<file path="config.mk">
export PLATFORM = sky130hd
export DESIGN_NAME = rmii_recv_pack
export DESIGN_NICKNAME = d
export VERILOG_FILES = /design/src/rtl/eth_pkg.sv /design/src/rtl/crc32_d8.sv /design/src/rtl/rmii_recv_pack.sv
export SDC_FILE = /design/constraint.sdc
export NUM_CORES = 1
export LEC_CHECK = 0
export ABC_AREA = 0
export ABC_CLOCK_PERIOD_IN_PS = 6930
export BUFFER_PORTS_ARGS = -buffer_cell sky130_fd_sc_hd__buf_2
export CAP_MARGIN = 20
export CORE_UTILIZATION = 45
export CTS_CLUSTER_DIAMETER = 100
export DETAILED_ROUTE_END_ITERATION = 6
export PLACE_DENSITY = 0.75
export REMOVE_ABC_BUFFERS = 1
export SYNTH_ARGS = -nofsm -noshare
export SYNTH_HDL_FRONTEND = slang
export SYNTH_SLANG_ARGS = --single-unit
</file>
<file path="constraint.sdc">
create_clock -name clk -period 6.93 [get_ports clk]
set_clock_uncertainty 0.05 [all_clocks]
set_input_delay 0.693 -clock clk [delete_from_list [all_inputs] [get_ports clk]]
set_output_delay 0.693 -clock clk [all_outputs]
set_load 0.005 [all_outputs]
</file>
<file path="src/rtl/eth_pkg.sv">
// Shared Ethernet receive/transmit definitions.
//   - RMII preamble / SFD dibit values
//   - CRC-32 polynomial (normal and reflected) and the good-frame residue
//   - receive FSM state encoding
package eth_pkg;

  localparam logic [1:0]  ETH_PRE_DIBIT   = 2'b01;
  localparam logic [1:0]  ETH_SFD_DIBIT   = 2'b11;

  localparam logic [31:0] CRC32_POLY      = 32'h04C11DB7;
  localparam logic [31:0] CRC32_POLY_REFL = 32'hEDB88320;
  localparam logic [31:0] CRC32_INIT      = 32'hFFFFFFFF;
  // Register value after running data + FCS through the reflected CRC.
  localparam logic [31:0] CRC32_RESIDUE   = 32'hDEBB20E3;

  typedef enum logic [2:0] {
    ST_IDLE,
    ST_PREAM,
    ST_DATA,
    ST_DROP,
    ST_EOF
  } rx_state_t;

endpackage

</file>
<file path="src/rtl/crc32_d8.sv">
// Combinational byte-wide reflected CRC-32 next-state function.
// Bytes are consumed LSB first, as they appear on the wire.
//   i_crc  : current CRC register
//   i_data : byte to fold in
//   o_crc  : CRC register after the byte
module crc32_d8
  import eth_pkg::*;
(
  input  logic [31:0] i_crc,
  input  logic [7:0]  i_data,
  output logic [31:0] o_crc
);

  always_comb begin
    logic [31:0] v_c;
    v_c = i_crc ^ {24'h0, i_data};
    for (int unsigned i = 0; i < 8; i++) begin
      v_c = v_c[0] ? ((v_c >> 1) ^ CRC32_POLY_REFL) : (v_c >> 1);
    end
    o_crc = v_c;
  end

endmodule

</file>
<file path="src/rtl/rmii_recv_pack.sv">
// RMII receive path: strips preamble/SFD, packs dibits into bytes, streams
// them out with frame markers and reports end-of-frame status.
//   clk, rst         : 50 MHz RMII reference clock, async active-high reset
//   PhyRxd/PhyCrsDv/PhyRxEr : PHY receive pins (registered once on entry)
//   rx_data/rx_valid/rx_sof : byte stream, DA..FCS
//   rx_eof           : 1-cycle end-of-frame strobe
//   rx_len/rx_crc_ok/rx_err : frame status, updated at rx_eof and held
//   rx_err = {phy_err, align_err, long_err, short_err}
module rmii_recv_pack
  import eth_pkg::*;
#(
  parameter int unsigned MIN_LEN = 64,
  parameter int unsigned MAX_LEN = 1518,
  parameter int unsigned LEN_W   = 16
) (
  input  logic             clk,
  input  logic             rst,
  input  logic [1:0]       PhyRxd,
  input  logic             PhyCrsDv,
  input  logic             PhyRxEr,
  output logic [7:0]       rx_data,
  output logic             rx_valid,
  output logic             rx_sof,
  output logic             rx_eof,
  output logic [LEN_W-1:0] rx_len,
  output logic             rx_crc_ok,
  output logic [3:0]       rx_err
);

  logic [1:0]       r_rxd;
  logic             r_crs;
  logic             r_rxer;

  rx_state_t        r_state;
  rx_state_t        w_next;

  logic [1:0]       r_phase;
  logic [5:0]       r_shift;
  logic [LEN_W-1:0] r_cnt;
  logic [31:0]      r_crc;
  logic             r_sof_pend;
  logic             r_phy_err;
  logic             r_long;

  logic [7:0]       w_byte;
  logic [31:0]      w_crc_next;
  logic [LEN_W-1:0] w_cnt_inc;

  logic             w_start;
  logic             w_take;
  logic             w_byte_done;
  logic             w_emit;
  logic             w_long;
  logic             w_eof;
  logic             w_align;
  logic             w_err_chk;

  // New dibit enters at the MSB; after four dibits the byte is complete.
  assign w_byte    = {r_rxd, r_shift};
  assign w_cnt_inc = (r_cnt == '1) ? r_cnt : r_cnt + 1'b1;

  crc32_d8 u_crc (
    .i_crc  (r_crc),
    .i_data (w_byte),
    .o_crc  (w_crc_next)
  );

  always_ff @(posedge clk or posedge rst) begin
    if (rst) begin
      r_rxd  <= '0;
      r_crs  <= 1'b0;
      r_rxer <= 1'b0;
    end else begin
      r_rxd  <= PhyRxd;
      r_crs  <= PhyCrsDv;
      r_rxer <= PhyRxEr;
    end
  end

  always_ff @(posedge clk or posedge rst) begin
    if (rst) r_state <= ST_IDLE;
    else     r_state <= w_next;
  end

  always_comb begin
    w_next      = r_state;
    w_start     = 1'b0;
    w_take      = 1'b0;
    w_byte_done = 1'b0;
    w_emit      = 1'b0;
    w_long      = 1'b0;
    w_eof       = 1'b0;
    w_align     = 1'b0;
    w_err_chk   = 1'b0;
    case (r_state)
      ST_IDLE: begin
        if (r_crs && r_rxd == ETH_PRE_DIBIT) begin
          w_next  = ST_PREAM;
          w_start = 1'b1;
        end
      end
      ST_PREAM: begin
        if (r_crs && r_rxd == ETH_PRE_DIBIT)      w_next = ST_PREAM;
        else if (r_crs && r_rxd == ETH_SFD_DIBIT) w_next = ST_DATA;
        else                                      w_next = ST_IDLE;
      end
      ST_DATA: begin
        if (!r_crs) begin
          w_next  = ST_EOF;
          w_eof   = 1'b1;
          w_align = (r_phase != 2'd0);
        end else begin
          w_take    = 1'b1;
          w_err_chk = 1'b1;
          if (r_phase == 2'd3) begin
            w_byte_done = 1'b1;
            // The byte that pushes the count past MAX_LEN is counted but
            // not emitted; everything after it is discarded in DROP.
            if (w_cnt_inc == LEN_W'(MAX_LEN + 1)) begin
              w_long = 1'b1;
              w_next = ST_DROP;
            end else begin
              w_emit = 1'b1;
            end
          end
        end
      end
      ST_DROP: begin
        if (!r_crs) begin
          w_next = ST_EOF;
          w_eof  = 1'b1;
        end else begin
          w_err_chk = 1'b1;
        end
      end
      ST_EOF:  w_next = ST_IDLE;
      default: w_next = ST_IDLE;
    endcase
  end

  always_ff @(posedge clk or posedge rst) begin
    if (rst) begin
      r_phase    <= '0;
      r_shift    <= '0;
      r_cnt      <= '0;
      r_crc      <= CRC32_INIT;
      r_sof_pend <= 1'b0;
      r_phy_err  <= 1'b0;
      r_long     <= 1'b0;
      rx_data    <= '0;
      rx_valid   <= 1'b0;
      rx_sof     <= 1'b0;
      rx_eof     <= 1'b0;
      rx_len     <= '0;
      rx_crc_ok  <= 1'b0;
      rx_err     <= '0;
    end else begin
      rx_valid <= w_emit;
      rx_sof   <= w_emit && r_sof_pend;
      rx_eof   <= w_eof;
      if (w_emit) begin
        rx_data    <= w_byte;
        r_sof_pend <= 1'b0;
      end

      if (w_start) begin
        r_phase    <= '0;
        r_cnt      <= '0;
        r_crc      <= CRC32_INIT;
        r_sof_pend <= 1'b1;
        r_phy_err  <= 1'b0;
        r_long     <= 1'b0;
      end

      if (w_err_chk && r_rxer) r_phy_err <= 1'b1;

      if (w_take) begin
        r_shift <= w_byte[7:2];
        r_phase <= r_phase + 2'd1;
      end

      if (w_byte_done) begin
        r_crc <= w_crc_next;
        r_cnt <= w_cnt_inc;
        if (w_long) r_long <= 1'b1;
      end

      if (w_eof) begin
        rx_len    <= r_cnt;
        rx_crc_ok <= (r_crc == CRC32_RESIDUE);
        rx_err    <= {r_phy_err, w_align, r_long, (r_cnt < LEN_W'(MIN_LEN))};
      end
    end
  end

endmodule

</file>
# --- Word-level counts from Yosys, hierarchy flattened ---
# Index checks and enable logic that the tools add are counted.
word_totals:
  reg_bits: 98
  wordCells: 105
  input_bits: 6
op_classes:
  eq_ne: 13
  n_reduce_logical: 12
  order_cmp: 1
  bitwise_logic: 9
  mux: 50
  addsub: 2
op_table:
  columns: ["operator", "n"]
  rows:
  - ["32-bit two-way mux", 10]
  - ["13-bit NOT with 14-bit output", 8]
  - ["16-bit two-way mux", 3]
  - ["32-bit == test, second input constant", 1]
  - ["32-bit by 8-bit bitwise XOR with 32-bit output", 1]
  - ["1-bit two-way mux", 27]
  - ["16-bit by 1-bit adder with 16-bit output, second input constant", 1]
  - ["16-bit by 11-bit == test with 1-bit output, second input constant", 1]
  - ["16-bit == test, second input constant", 1]
  - ["16-bit by 7-bit < comparator with 1-bit output, second input constant", 1]
  - ["3-bit two-way mux", 5]
  - ["3-bit one-hot mux with 4 select lines", 1]
  - ["2-bit nonzero test", 5]
  - ["2-bit two-way mux", 4]
  - ["3-bit by 2-bit == test with 1-bit output, second input constant", 2]
  - ["3-bit inequality test, second input constant", 2]
  - ["2-bit == test, second input constant", 2]
  - ["1-bit logical AND", 4]
  - ["2-bit inequality test, second input constant", 2]
  - ["4-bit AND reduction", 1]
  - ["3-bit by 1-bit == test with 1-bit output, second input constant", 1]
  - ["3-bit zero test", 1]
  - ["2-bit by 1-bit adder with 2-bit output, second input constant", 1]
  - ["2-bit by 1-bit == test with 1-bit output, second input constant", 1]
  - ["2-bit OR reduction", 1]

# --- Depth between registers and ports, before layout ---
# Gate-level depths: netlist (run 1).
depth:
  ltp_word: 18
  ltp_mapped: 9
  ltp_nobuf: 7

# --- By module ---
# From an unflattened synthesis (run 1), not the netlist that was laid out.
unflattened:
  hier_cells: 522
  hier_area_um2: 5709.2
modules_own_cells:
  columns: ["module", "area_per_inst_um2", "n_inst", "cells_each"]
  rows:
  - ["rmii_recv_pack", 4694.5, 1, 457]
  - ["crc32_d8", 1014.7, 1, 65]

# --- Least setup slack after synthesis (run 1) ---
# Ideal clock, no wire load.
synth_timing:
  path_type: "register to register"
  from: "reg r_cnt[0]"
  to: "reg rx_sof"
  slack_ns: 4.288
  arrival_ns: 2.473
  required_ns: 6.760
  path_buffers: 2
  period_less_slack_ns: 2.642
  setup_ns: 0.120
  stages_incl_launch_ff: 10
  path_cell_list: "dfrtp_1 -> ha_1 -> and4_1 -> buf_2 -> xnor2_1 -> a211o_1 -> or4b_1 -> buf_2 -> or3_4 -> and3_1"
synth_between:
  elab_chain_len: 8
  elab_cells_between_ends: 9
  classes_between: "add/sub (1); eq/ne (2); mux (5); reduce/logical (1)"
synth_lines:
  columns: ["item", "line_no", "rtl"]
  rows:
  - ["start, declared", "rmii_recv_pack.sv:39", "logic [LEN_W-1:0] r_cnt;"]
  - ["start signal, assigned", "rmii_recv_pack.sv:184", "r_cnt <= w_cnt_inc;"]
  - ["16-bit by 1-bit adder with 16-bit output / 16-bit == test (equally long branches)", "rmii_recv_pack.sv:60", "assign w_cnt_inc = (r_cnt == '1) ? r_cnt : r_cnt + 1'b1;"]
  - ["16-bit two-way mux (*)", "rmii_recv_pack.sv:60", null]
  - ["16-bit by 11-bit == test with 1-bit output (*)", "rmii_recv_pack.sv:119", "if (w_cnt_inc == LEN_W'(MAX_LEN + 1)) begin"]
  - ["1-bit two-way mux (*)", "rmii_recv_pack.sv:119", null]
  - ["1-bit two-way mux (*)", "rmii_recv_pack.sv:115", "if (r_phase == 2'd3) begin"]
  - ["1-bit two-way mux (*)", "rmii_recv_pack.sv:108", "if (!r_crs) begin"]
  - ["1-bit two-way mux (*)", "rmii_recv_pack.sv:95", "case (r_state)"]
  - ["1-bit logical AND (*)", "rmii_recv_pack.sv:159", "rx_sof <= w_emit && r_sof_pend;"]
  - ["end signal, assigned", "rmii_recv_pack.sv:159", null]
  - ["end, declared", "rmii_recv_pack.sv:23", "output logic rx_sof,"]
# Mark *: on every way between the ends. The rest lies on a longest branch, timed or not.
# A chain may end at the register's enable or synchronous reset.

# --- Worst setup path after layout (run 1) ---
# Same ends and word-level chain as after synthesis.

==> results of run 1 <==
-- flip-flops by register name, summed over array words and instances (netlist names) --
name        count
r_cnt          16
r_crc          32
r_crs           1
r_long          1
r_phase         2
r_phy_err       1
r_rxd           2
r_rxer          1
r_shift         6
r_sof_pend      1
r_state         3
rx_crc_ok       1
rx_data         8
rx_eof          1
rx_err          4
rx_len         16
rx_sof          1
rx_valid        1
-- final cells by class --
class,count,area [µm²]
fill,969,5230
clock buffer,10,239
inverter,7,28.8
timing repair buffer,43,230
multi-input combinational,398,2450
tap,140,175
sequential,98,2490
clock inverter,6,90.1
-- power breakdown --
| part | switching, µW | internal (µW) | leakage (µW) | total [µW] |
|---|---|---|---|---|
| logic | 111 | 84.5 | 0.00104 | 196 |
| clock network | 214 | 326 | 0.000147 | 540 |
| registers | 12.2 | 586 | 0.00124 | 598 |
| total | 338 | 996 | 0.00242 | 1330 |
-- per-stage QoR --
stage / instances / setup slack [ns] / area, µm² / power (µW) / util
final: 702 / 3.81 / 5710 / 1330 / 0.522
after global routing: 702 / 3.63 / 5710 / 1390 / 0.522
after CTS: 702 / 3.84 / 5710 / 1350 / 0.522
after detailed placement: 686 / 3.86 / 5380 / 800 / 0.492
after global placement: 686 / 3.93 / 5380 / 797 / 0.492
after floorplan: 503 / 2.78 / 4960 / 759 / -
-- path summary, 6_finish.rpt --
check | slack, ns | end | depth (start not counted) | from
max | 3.81 | rx_sof | 7 | r_cnt[0]
min | 0.26 | rx_len[1] | 2 | rst
max reg2reg | 3.81 | rx_sof | 7 | r_cnt[0]
min reg2reg | 0.42 | rx_len[8] | 2 | rx_len[8]
max in group asynchronous | 5.36 | r_cnt[11] | 3 | rst
min in group clk | 0.40 | r_rxer | 1 | PhyRxEr
-- cells by family after synthesis --
logic type / Yosys count
compound gates: 104
xor+xnor: 73
fa+ha+maj: 3
buf+inv: 43
flops: 98
mux: 9
simple gates: 209
-- per-layer routing --
metal | global-route usage | up-vias | part of all wire
li1 | - | 1936 | -
met1 | 0.289 | 1954 | 0.45
met2 | 0.356 | 108 | 0.49
met3 | 0.0440 | 15 | 0.042
met4 | 0.0685 | 0 | 0.017
met5 | 0 | - | 0
-- cell usage after synthesis, types with 6 or more instances --
cell / n
a21oi_1: 40
and2_1: 11
buf_2: 6
clkbuf_1: 26
dfrtp_1: 66
dfstp_2: 32
mux2_2: 7
nand2_1: 85
nand3_1: 17
nand4_1: 15
nor2_1: 14
nor3_1: 35
o21ai_0: 26
o311ai_0: 8
xnor2_1: 53
xor2_1: 20
-- worst reg2reg max path, cell delays in order, from the launching register on --
cell and delay, ns:
dfrtp_1 0.52, ha_1 0.33, and4_1 0.44, xnor2_1 0.11
a211o_1 0.30, or4b_1 0.66, or3_4 0.42, and3_1 0.19
==> run_results.csv, run 1 <==
group,metric,value,unit
sta,tightest_slew,0.901,ns
yosys,ys.flop_type,"dfrtp_1",
status,status,"complete, no violations",
yosys,yosysUniqueCellTypes,51,
yosys,synth_fa_ha_area_frac,0.00734,
hold_path,worst_hold_path_type,"input port to async pin",
setup_path,crit_family,"simple AND/OR/NAND/NOR gates",
detailed_routing,ant_nets,0,
yosys,synth-async-reset-ratio,1.00,
yosys,yosys.area.top_type_share,0.323,
yosys,yosysTopAreaCell,"dfrtp_1",
placement,dp_hpwl,8.01,mm
yosys,syn-instance-count,539,
detailed_routing,first_pass_iters,5,
sta,finalCriticalPeriod,3.12,ns
final_layout,diodes,0,
floorplan,core_area,10900,µm²
global_route,track_usage,0.218,
run,drv_cap,0,
global_route,grt_start_max_net_pins,79,
global_route,gr-total-overflow,0,
clock_network,post_cts_buffers,0,
clock_network,cts_resized,0,
yosys,synth-seq-area-share,0.488,
detailed_routing,wl,11.7,mm
detailed_routing,drc,0,
power,power.leakage,0.00242,µW
clock_network,cts_max_level,3,
floorplan,die_w,109,µm
final_layout,fin_nets,566,
global_route,grt_pass1_vias,3924,
placement,portBuffers,37,
detailed_routing,routed_via_density,5.72,
sta,max_freq,320,MHz
global_route,grt_first_pass_wirelength,19.9,mm
detailed_routing,wire_per_inst,16.7,µm
clock_network,holdBufCountCts,0,
clock_network,cts_buffer_depth,2,
sta,hold_viol,0,
yosys,ys_ff_latch,98,
floorplan,initial_utilization,0.468,
yosys,syn-cell-area,5110,µm²
final_layout,drive_above_1_share,0.185,
sta,slew_violations,0,
yosys,synth_top_family_by_area,"simple AND/OR/NAND/NOR gates",
floorplan,die-area,11800,µm²
clock_network,clkSinkCount,98,
yosys,yosys.area_share.simple,0.203,
sta,period_share,0.450,
placement,globalplace.congestion,0.906,
clock_network,cts-root-buf,"clkbuf_16",
setup_path,path_cells,"ha_1 -> and4_1 -> xnor2_1 -> a211o_1 -> or4b_1 -> or3_4 -> and3_1",
setup_path,crit_path_start_kind,"flop",
sta,setup_viol,0,
yosys,synthMuxAreaShare,0.0193,
power,cellPowerDensity,234,nW/µm²
final_layout,mostFrequentLayoutCells,"85 x nand2_1, 66 x dfrtp_1, 53 x xnor2_1, 40 x a21oi_1, 37 x buf_2",
yosys,synth_area_per_cell,9.48,µm²
clock_network,cts_tree,"built",
setup_path,critPathKind,"flop to flop",
sta,holdWs,0.265,ns
final_layout,area_delta_synth_final,11.6,%
floorplan,pin_count,38,
power,ir_drop,0.000192,V
setup_path,cp.required,7.11,ns
setup_path,end_kind,"flop",
setup_path,arrival,3.30,ns
floorplan,die_h,109,µm
floorplan,fp-row-count,38,
setup_path,crit_slowest_cell,"or4b_1",
setup_path,path_max_fanout,11,
setup_path,crit_buf_inv,0,
clock_network,insertion_delay,0.34,ns
clock_network,clk_pin_slew_worst_paths,0.07,ns
detailed_routing,first_iter_violations,262,
yosys,synth_edf_count,0,
yosys,synth_compound_area_frac,0.123,
sta,tns,0,ns
sta,slew-limit-headroom,0.399,
sta,rsz0062_at_grt,"false",
yosys,yosys_warnings,0,
final_layout,mostFrequentLayoutCell,"nand2_1",
setup_path,max_stage_delay,0.66,ns
yosys,synth_xor_area_frac,0.125,
yosys,netlist_top_cells_area,"dfrtp_1 32%, dfstp_2 16%, xnor2_1 9.1%",
detailed_routing,vias,4013,
global_route,antenna_found_initial,0,
clock_network,cts_buffers,9,
(Power assumes the default switching activity.)
==> run 2: changes to the inputs <==
--- a/config.mk
+++ b/config.mk
@@ -6,13 +6,13 @@
 export NUM_CORES = 1
 export LEC_CHECK = 0
 export ABC_AREA = 0
-export ABC_CLOCK_PERIOD_IN_PS = 6930
+export ABC_CLOCK_PERIOD_IN_PS = 2650
 export BUFFER_PORTS_ARGS = -buffer_cell sky130_fd_sc_hd__buf_2
 export CAP_MARGIN = 20
 export CORE_UTILIZATION = 45
 export CTS_CLUSTER_DIAMETER = 100
 export DETAILED_ROUTE_END_ITERATION = 6
-export PLACE_DENSITY = 0.75
+export PLACE_DENSITY = 0.77
 export REMOVE_ABC_BUFFERS = 1
 export SYNTH_ARGS = -nofsm -noshare
 export SYNTH_HDL_FRONTEND = slang
==> constraint.sdc (replaced) <==
create_clock -name clk -period 2.65 [get_ports clk]
set_clock_uncertainty 0.05 [all_clocks]
set_input_delay 0.265 -clock clk [delete_from_list [all_inputs] [get_ports clk]]
set_output_delay 0.265 -clock clk [all_outputs]
set_load 0.005 [all_outputs]
==> run_results.csv, run 2 (synthesis results as in run 1) <==
group,metric,value,unit
placement,globalplace.congestion,0.955,
setup_path,path_max_fanout,5,
final_layout,fin_area,6130,µm²
power,cellPowerDensity,558,nW/µm²
clock_network,insertion_delay,0.36,ns
detailed_routing,wl,12.5,mm
placement,portBuffers,37,
setup_path,max_stage_delay,0.51,ns
global_route,gr-total-overflow,0,
sta,finalCriticalPeriod,2.66,ns
global_route,grt_pass1_vias,4178,
detailed_routing,first_pass_iters,4,
detailed_routing,wire_per_inst,16.7,µm
clock_network,clk_pin_slew_worst_paths,0.07,ns
run,drv_cap,0,
placement,dpl_cell_area,5680,µm²
sta,setup_viol,1,
floorplan,core_area,10900,µm²
detailed_routing,first_iter_violations,239,
global_route,track_usage,0.232,
clock_network,cts_max_level,3,
final_layout,drive_above_1_share,0.256,
setup_path,critPathKind,"flop to flop",
setup_path,crit_path_start,"r_cnt[1]",
clock_network,cts_tree,"built",
global_route,antenna_found_initial,0,
sta,rsz0062_at_grt,"true",
floorplan,die-area,11800,µm²
floorplan,die_h,109,µm
status,violations,"negative setup slack",
final_layout,largest_register_ffs,32,
power,ir_drop,0.000494,V
setup_path,arrival,2.85,ns
placement,dp_hpwl,8.72,mm
global_route,grt_first_pass_wirelength,20.7,mm
detailed_routing,routed_via_density,5.60,
setup_path,cp.required,2.85,ns
sta,tightest_slew,0.786,ns
detailed_routing,vias,4177,
setup_path,crit_buf_inv,0,
detailed_routing,drc,0,
power,power.total,3420,µW
detailed_routing,ant_nets,0,
final_layout,diodes,0,
final_layout,area_delta_synth_final,20.0,%
final_layout,top_register,"r_crc",
floorplan,initial_utilization,0.468,
power,power.leakage,0.00264,µW
clock_network,cts_buffer_depth,2,
clock_network,clkSinkCount,98,
floorplan,die_w,109,µm
placement,dp_slack,-0.0766,ns
sta,max_freq,376,MHz
floorplan,pin_count,38,
setup_path,end_kind,"flop",
floorplan,fp-row-count,38,
sta,holdWs,0.418,ns
setup_path,crit_family,"simple AND/OR/NAND/NOR gates",
clock_network,cts_buffers,9,
final_layout,mostFrequentLayoutCell,"nand2_1",
hold_path,min_from,"rx_len[14]",
global_route,grt_start_max_net_pins,70,
sta,slew_violations,0,
setup_path,crit_path_start_kind,"flop",
setup_path,crit_slowest_cell,"or4b_4",
setup_path,reg2reg_from,"r_cnt[1]",
final_layout,top_regs,"r_crc: 32 flops, r_cnt: 16 flops, rx_len: 16 flops",
clock_network,cts-root-buf,"clkbuf_16",
hold_path,worst_hold_path_type,"flop to flop",
sta,slew-limit-headroom,0.472,
sta,period_share,1.00,
status,status,"finished, violations left",
sta,setup_ws,-0.00908,ns
final_layout,mostFrequentLayoutCells,"84 x nand2_1, 66 x dfrtp_1, 53 x xnor2_1, 41 x buf_4, 40 x a21oi_1",
setup_path,path_cells,"ha_4 -> nand2_2 -> or4_1 -> a211o_1 -> or4b_4 -> or3_4 -> and3_4",
final_layout,fin_nets,610,
sta,hold_viol,0,
[run 2: report_power, final]
part	leakage, µW	switching [µW]	internal (µW)
sequential	0.00124	33.2	1530
clock	0.000136	566	729
combinational	0.00127	300	260
total	0.00264	899	2520
[run 2: area by class of cell]
cell class                 instances  area, µm²
clock buffer                      11        233
clock inverter                     5       55.1
fill                             974       4800
inverter                           7       28.8
multi-input combinational        398       2540
sequential                        98       2490
tap                              140        175
timing repair buffer              87        606
[run 2: layer usage]
layer  part of all wire  up-vias  global-route usage
met2               0.51      111               0.393
met1               0.43     2016               0.286
met5                  0        -                   0
met3              0.039       20              0.0609
met4              0.016        0              0.0801
li1                   -     2030                   -
[run 2: repair_timing]
action / 4_1_cts / 5_1_grt
hold buffers: 5 / 0
endpoints found under the hold margin: 54 / 0
resized for setup: 3 / 21
gates cloned: 0 / 0
pin swaps: 0 / 4
setup endpoints to repair: 8 / 13
buffers inserted: 0 / 2
[run 2: worst register-to-register path, cell delays in order, from the launching register on]
cell and delay (ns):
dfrtp_1 0.41, ha_4 0.28, nand2_2 0.05, or4_1 0.40, a211o_1 0.28, or4b_4 0.51, or3_4 0.38, and3_4 0.19
[run 2: final timing paths]
check	end	slack (ns)	cells past startpoint
setup / recovery	rx_sof	-0.009	7
hold / removal	rx_len[14]	0.42	2
setup reg to reg	rx_sof	-0.009	7
hold reg to reg	rx_len[14]	0.42	2
max in group asynchronous	r_crc[10]	1.30	4
min in group asynchronous	rx_err[1]	0.50	3
[run 2: through the flow]
stage | setup TNS (ns) | instances | util
2_1_floorplan | -74.92 | 503 | -
3_3_place_gp | 0 | 723 | 0.519
3_5_place_dp | -0.257 | 723 | 0.519
4_1_cts | -0.211 | 744 | 0.550
5_1_grt | -0.215 | 746 | 0.561
6_report | -0.00908 | 746 | 0.561
